--- config.mk ---
export PLATFORM = sky130hd
export DESIGN_NAME = bin2gray_stream
export DESIGN_NICKNAME = d
export VERILOG_FILES = /design/src/rtl/bin2gray_stream.sv
export SDC_FILE = /design/constraint.sdc
export NUM_CORES = 1
export LEC_CHECK = 0
export BUFFER_PORTS_ARGS = -buffer_cell sky130_fd_sc_hd__buf_2
export CAP_MARGIN = 20
export CORE_ASPECT_RATIO = 1.4
export CORE_UTILIZATION = 35
export CTS_CLUSTER_SIZE = 8
export DETAILED_ROUTE_END_ITERATION = 10
export GPL_ROUTABILITY_DRIVEN = 0
export HOLD_SLACK_MARGIN = 0.08
export PLACE_DENSITY_LB_ADDON = 0.1
export SETUP_SLACK_MARGIN = 0.1
export SLEW_MARGIN = 25
export SYNTH_ARGS = -nofsm -noshare
export SYNTH_HDL_FRONTEND = slang
export SYNTH_SLANG_ARGS = --single-unit
--- constraint.sdc ---
create_clock -name clk -period 1.6 [get_ports clk]
set_input_delay 0.08 -clock clk [delete_from_list [all_inputs] [get_ports clk]]
set_output_delay 0.08 -clock clk [all_outputs]
set_load 0.05 [all_outputs]
--- src/rtl/bin2gray_stream.sv ---
// Streaming binary-to-Gray encoder with a 2-entry skid buffer on the output.
// Each word carries a flag that says whether it is a single-bit step from the previous word.
module bin2gray_stream #(
    parameter int WIDTH = 4
) (
    input  logic             clk,
    input  logic             rst_n,
    input  logic             in_valid,
    output logic             in_ready,
    input  logic [WIDTH-1:0] in_bin,
    output logic             out_valid,
    input  logic             out_ready,
    output logic [WIDTH-1:0] out_gray,
    output logic             out_adj,
    output logic [7:0]       out_count
);

    // Handshake: a word moves on a rising edge where valid && ready are both high.
    // The source holds in_bin steady while in_valid && !in_ready.
    // in_ready comes straight from skid occupancy, so it never depends on out_ready.

    logic [WIDTH-1:0] head_gray, skid_gray, last_gray;
    logic             head_adj, skid_adj;
    logic             head_valid, skid_valid;
    logic             first_word;
    logic [7:0]       count;

    logic             in_xfer, out_xfer;
    logic [WIDTH-1:0] new_gray, gray_diff;
    logic             new_adj;

    assign in_xfer   = in_valid && in_ready;
    assign out_xfer  = head_valid && out_ready;

    assign new_gray  = in_bin ^ (in_bin >> 1);
    assign gray_diff = new_gray ^ last_gray;
    // Exactly one bit differs when the difference is non-zero and a power of two.
    assign new_adj   = !first_word && (gray_diff != '0) &&
                       ((gray_diff & (gray_diff - WIDTH'(1))) == '0);

    always_ff @(posedge clk or negedge rst_n) begin
        if (!rst_n) begin
            head_gray  <= '0;
            head_adj   <= 1'b0;
            head_valid <= 1'b0;
            skid_gray  <= '0;
            skid_adj   <= 1'b0;
            skid_valid <= 1'b0;
            last_gray  <= '0;
            first_word <= 1'b1;
            count      <= 8'd0;
        end else begin
            if (out_xfer) begin
                count <= count + 8'd1;
            end
            if (in_xfer) begin
                last_gray  <= new_gray;
                first_word <= 1'b0;
            end
            // in_xfer cannot happen while the skid is full, so the first branch never drops a word.
            if (out_xfer && skid_valid) begin
                head_gray  <= skid_gray;
                head_adj   <= skid_adj;
                skid_valid <= 1'b0;
            end else if (in_xfer && (!head_valid || out_xfer)) begin
                head_gray  <= new_gray;
                head_adj   <= new_adj;
                head_valid <= 1'b1;
            end else if (in_xfer) begin
                skid_gray  <= new_gray;
                skid_adj   <= new_adj;
                skid_valid <= 1'b1;
            end else if (out_xfer) begin
                head_valid <= 1'b0;
            end
        end
    end

    assign in_ready  = !skid_valid;
    assign out_valid = head_valid;
    assign out_gray  = head_gray;
    assign out_adj   = head_adj;
    assign out_count = count;

endmodule

==> run_results.csv <==
group,metric,value,unit
outcome,status,"completed",
synth,synthesis.area_per_instance,10.67,sq um
pwr,pwrdens,721.3,nW/um^2
worst_setup_path,required,1.75,ns
worst_setup_path,r2r-start,"last_gray[2]$_DFFE_PN0P_",
clocking,worstSkewPairLatency,0.26,ns
synth,synth-edff-count,0,
global_routing,use_met2,25.36,%
final_layout,finish.instance_area,1489,sq um
clocking,sink_count,25,
route,detail_route.vias_per_cell,4.945,
place,place_hpwl,1760,um
clocking,cts_tree,"yes",
floorplanning,core_area,3347,sq um
synth,netlist_instances,114,
worst_setup_path,timing.critical_path.fanout_max,3,
synth,ys_top_cells_by_area,"sky130_fd_sc_hd__dfrtp_1 (49%), sky130_fd_sc_hd__xnor2_1 (7.2%), sky130_fd_sc_hd__nand2_1 (5.2%)",
floorplanning,die_height,71.75,um
synth,netlist_area,1216,sq um
place,dpl_worst_slack,0.1807,ns
sta,hold_viol_final,0,
sta,finClkSkew,0.003248,ns
final_layout,post_layout_nonfiller_instances,181,
worst_setup_path,timing.critical_path.from_type,"register",
sta,finalWorstPathRequiredPeriod,1.369,ns
floorplanning,design.die.area,3718,sq um
route,post_drt_wl_per_cell,12.91,um
pwr,peakVddDrop,408.7,uV
global_routing,global_route.usage.met3,1.911,%
worst_setup_path,reg2regPathDepth,5,
synth,synth_top_area_cell,"sky130_fd_sc_hd__dfrtp_1",
route,drc_violations,0,
synth,ys.flop_type,"sky130_fd_sc_hd__dfrtp_1",
pwr,design_power_total,1.074,mW
clocking,cts_made_buffers,3,
worst_setup_path,reg2reg_to,"out_adj$_DFFE_PN0P_",
route,first_pass_iters,4,
worst_setup_path,critical_path_arrival,1.52,ns
worst_setup_path,critPathLaunch,"last_gray[2]$_DFFE_PN0P_",
route,dr.first_iter.drc_count,36,
synth,syn-num-nets,123,
synth,synth_sequential_area_ratio,51.54,%
route,vias_after_detailed_routing,895,
final_layout,num_antenna_cells,0,
route,finalWirelength,2336,um
final_layout,multi_input_comb_area,600.6,sq um
global_routing,grt_pass1_vias,899,
final_layout,final_net_count,151,
route,postRouteAntennaNets,0,
final_layout,layout_overhead_on_the_synthesized_area,22.43,%
place,place.detailed.instances,176,
clocking,clk_pin_slew_worst_paths,0.09,ns
min_path,hold_path_class,"input pin to register",
final_layout,drive_gt1_share,34.75,%
synth,post_synth_num_cell_types,37,
final_layout,fillCellCount,316,
pwr,power.leakage,0.7493,nW
worst_setup_path,r2r_slack,0.23,ns
sta,timing.final.max_slew_violations,0,
global_routing,largest_net_degree_at_the_start_of_global_routing,26,
clocking,clock_tree.htree_level_count,1,
global_routing,gr-usage-met1,18.24,%
sta,tightestPinTransition,0.5586,ns
clocking,clk_root_buffer_cell,"sky130_fd_sc_hd__clkbuf_8",
sta,max_clock_freq,730.3,MHz
global_routing,grt_use_total,14.71,%
floorplanning,dieWidth,51.82,um
global_routing,grt_first_pass_wirelength,4140,um
global_routing,grt_antenna_before_repair,0,
synth,yosys_warnings,0,
clocking,max-clock-path-buffers,2,
place,placed_area,1418,sq um
sta,rsz_0062_raised_after_global_routing,"false",
worst_setup_path,crit_path_end_kind,"register",
worst_setup_path,cp-endpoint,"out_adj$_DFFE_PN0P_",
floorplanning,row_count,25,
sta,tightest_slew_margin_relative_to_the_limit,62.76,%
worst_setup_path,worstSetupPathType,"register to register",
floorplanning,start_util,36.34,%
synth,synth_seq_cells,25,
global_routing,grt_most_used_layer,"met2",
synth,async_reset_ff_share,100.0,%
sta,final-setup-viol-count,0,
global_routing,globalRoute.totalOverflow,0,
sta,setup_tns,0,ns
sta,post-route-period-util,85.58,%
floorplanning,design.portCount,23,
clocking,post_cts_buffers,0,
sta,setup_slack,0.2307,ns
final_layout,seqCellArea,630.6,sq um
place,numPortBuffers,22,
run,drv.max_cap_violation_count,0,
synth,synth_largest_type_area_fraction,49.38,%
-- synthesized netlist by cell type (2+ instances only) --
| master | n |
|---|---|
| sky130_fd_sc_hd__dfrtp_1 | 24 |
| sky130_fd_sc_hd__nand2_1 | 17 |
| sky130_fd_sc_hd__xnor2_1 | 10 |
| sky130_fd_sc_hd__a21oi_1 | 6 |
| sky130_fd_sc_hd__inv_1 | 6 |
| sky130_fd_sc_hd__nor2_1 | 5 |
| sky130_fd_sc_hd__o21ai_0 | 5 |
| sky130_fd_sc_hd__xor2_1 | 4 |
| sky130_fd_sc_hd__nor3_1 | 3 |
| sky130_fd_sc_hd__and2_1 | 2 |
| sky130_fd_sc_hd__mux2_2 | 2 |
| sky130_fd_sc_hd__nand3_1 | 2 |
| sky130_fd_sc_hd__nor2_2 | 2 |
| sky130_fd_sc_hd__o221a_2 | 2 |
| sky130_fd_sc_hd__or2b_1 | 2 |
-- area by class of cell --
class | instances | share of cell area [%]
Timing Repair Buffer | 25 | 9.076
Clock inverter | 1 | 0.3361
Inverter | 6 | 1.765
Clock buffer | 3 | 2.773
Multi-Input combinational cell | 81 | 40.34
Tap cell | 40 | 3.361
Sequential cell | 25 | 42.35
-- placed cells by master, fill, tap and decap left out, types with 2 or more instances in the layout --
cell type / netlist / layout
sky130_fd_sc_hd__mux2_2: 2 / 2
sky130_fd_sc_hd__nand2_1: 17 / 17
sky130_fd_sc_hd__a21oi_1: 6 / 6
sky130_fd_sc_hd__nor2_1: 5 / 5
sky130_fd_sc_hd__or2b_1: 2 / 2
sky130_fd_sc_hd__xor2_1: 4 / 4
sky130_fd_sc_hd__nor2_2: 2 / 2
sky130_fd_sc_hd__dfrtp_1: 24 / 23
sky130_fd_sc_hd__xnor2_2: 0 / 2
sky130_fd_sc_hd__xnor2_1: 10 / 8
sky130_fd_sc_hd__clkbuf_8: 0 / 3
sky130_fd_sc_hd__inv_1: 6 / 5
sky130_fd_sc_hd__buf_4: 1 / 2
sky130_fd_sc_hd__buf_2: 0 / 22
sky130_fd_sc_hd__nand3_1: 2 / 2
sky130_fd_sc_hd__o221a_2: 2 / 2
sky130_fd_sc_hd__nor3_1: 3 / 3
sky130_fd_sc_hd__o21ai_0: 5 / 5
-- critical path, stage by stage (launching register included) --
cell and delay [ns]:
sky130_fd_sc_hd__dfrtp_1 0.41, sky130_fd_sc_hd__xor2_1 0.26, sky130_fd_sc_hd__and3_1 0.21, sky130_fd_sc_hd__nor2_2 0.05
sky130_fd_sc_hd__xor2_1 0.23, sky130_fd_sc_hd__o21ai_1 0.10
-- logic make-up after synthesis --
family,share of synthesized area [%]
compound gates,11.32
xor+xnor,10.08
fa+ha+maj,1.029
buf+inv,2.880
flops,51.54
mux,2.675
simple gates,20.47
-- per-stage QoR --
stage | hold slack [ns] | util (%)
finish | 0.1388 | 44.49
global route | 0.1724 | 44.49
CTS | 0.1361 | 44.04
detailed placement | 0.1114 | 42.36
global placement | 0.1077 | 42.36
floorplan | -0.2156 | -
-- sequential cells by signal (all words and copies together) (netlist names) --
| signal | cells |
|---|---|
| first_word | 1 |
| last_gray | 4 |
| out_adj | 1 |
| out_count | 8 |
| out_gray | 4 |
| out_valid | 1 |
| skid_adj | 1 |
| skid_gray | 4 |
| skid_valid | 1 |
-- repair_timing --
| action | in CTS | in global routing |
|---|---|---|
| endpoints found under the setup margin | 0 | 2 |
| hold endpoints to repair | 24 | 0 |
| gates resized for setup | 0 | 2 |
| hold buffers | 1 | 0 |
-- per-layer routing --
layer | routed length, um | vias to the layer above
met5 | 0 | -
met4 | 14 | 0
met3 | 63 | 2
met2 | 1261 | 16
met1 | 995 | 434
li1 | - | 443
-- power by group --
group	switching, mW	internal (mW)
registers	0	0.631
logic	0.0457	0.0274
clock network	0.196	0.174
total	0.241	0.833
-- how the worst min path moves through the flow --
stage          startpoint                        to  slack, ns  cells past startpoint
2_1_floorplan       rst_n  last_gray[0]$_DFFE_PN0P_      -0.22                      0
3_3_place_gp        rst_n  out_count[0]$_DFFE_PN0P_       0.11                      1
3_5_place_dp        rst_n    skid_valid$_DFFE_PN0P_       0.11                      1
4_1_cts          in_valid     out_valid$_DFFE_PN0P_       0.14                      3
5_1_grt          in_valid     out_valid$_DFFE_PN0P_       0.17                      3
6_report         in_valid     out_valid$_DFFE_PN0P_       0.14                      3
Note: power is estimated with default switching activity, not from simulation.
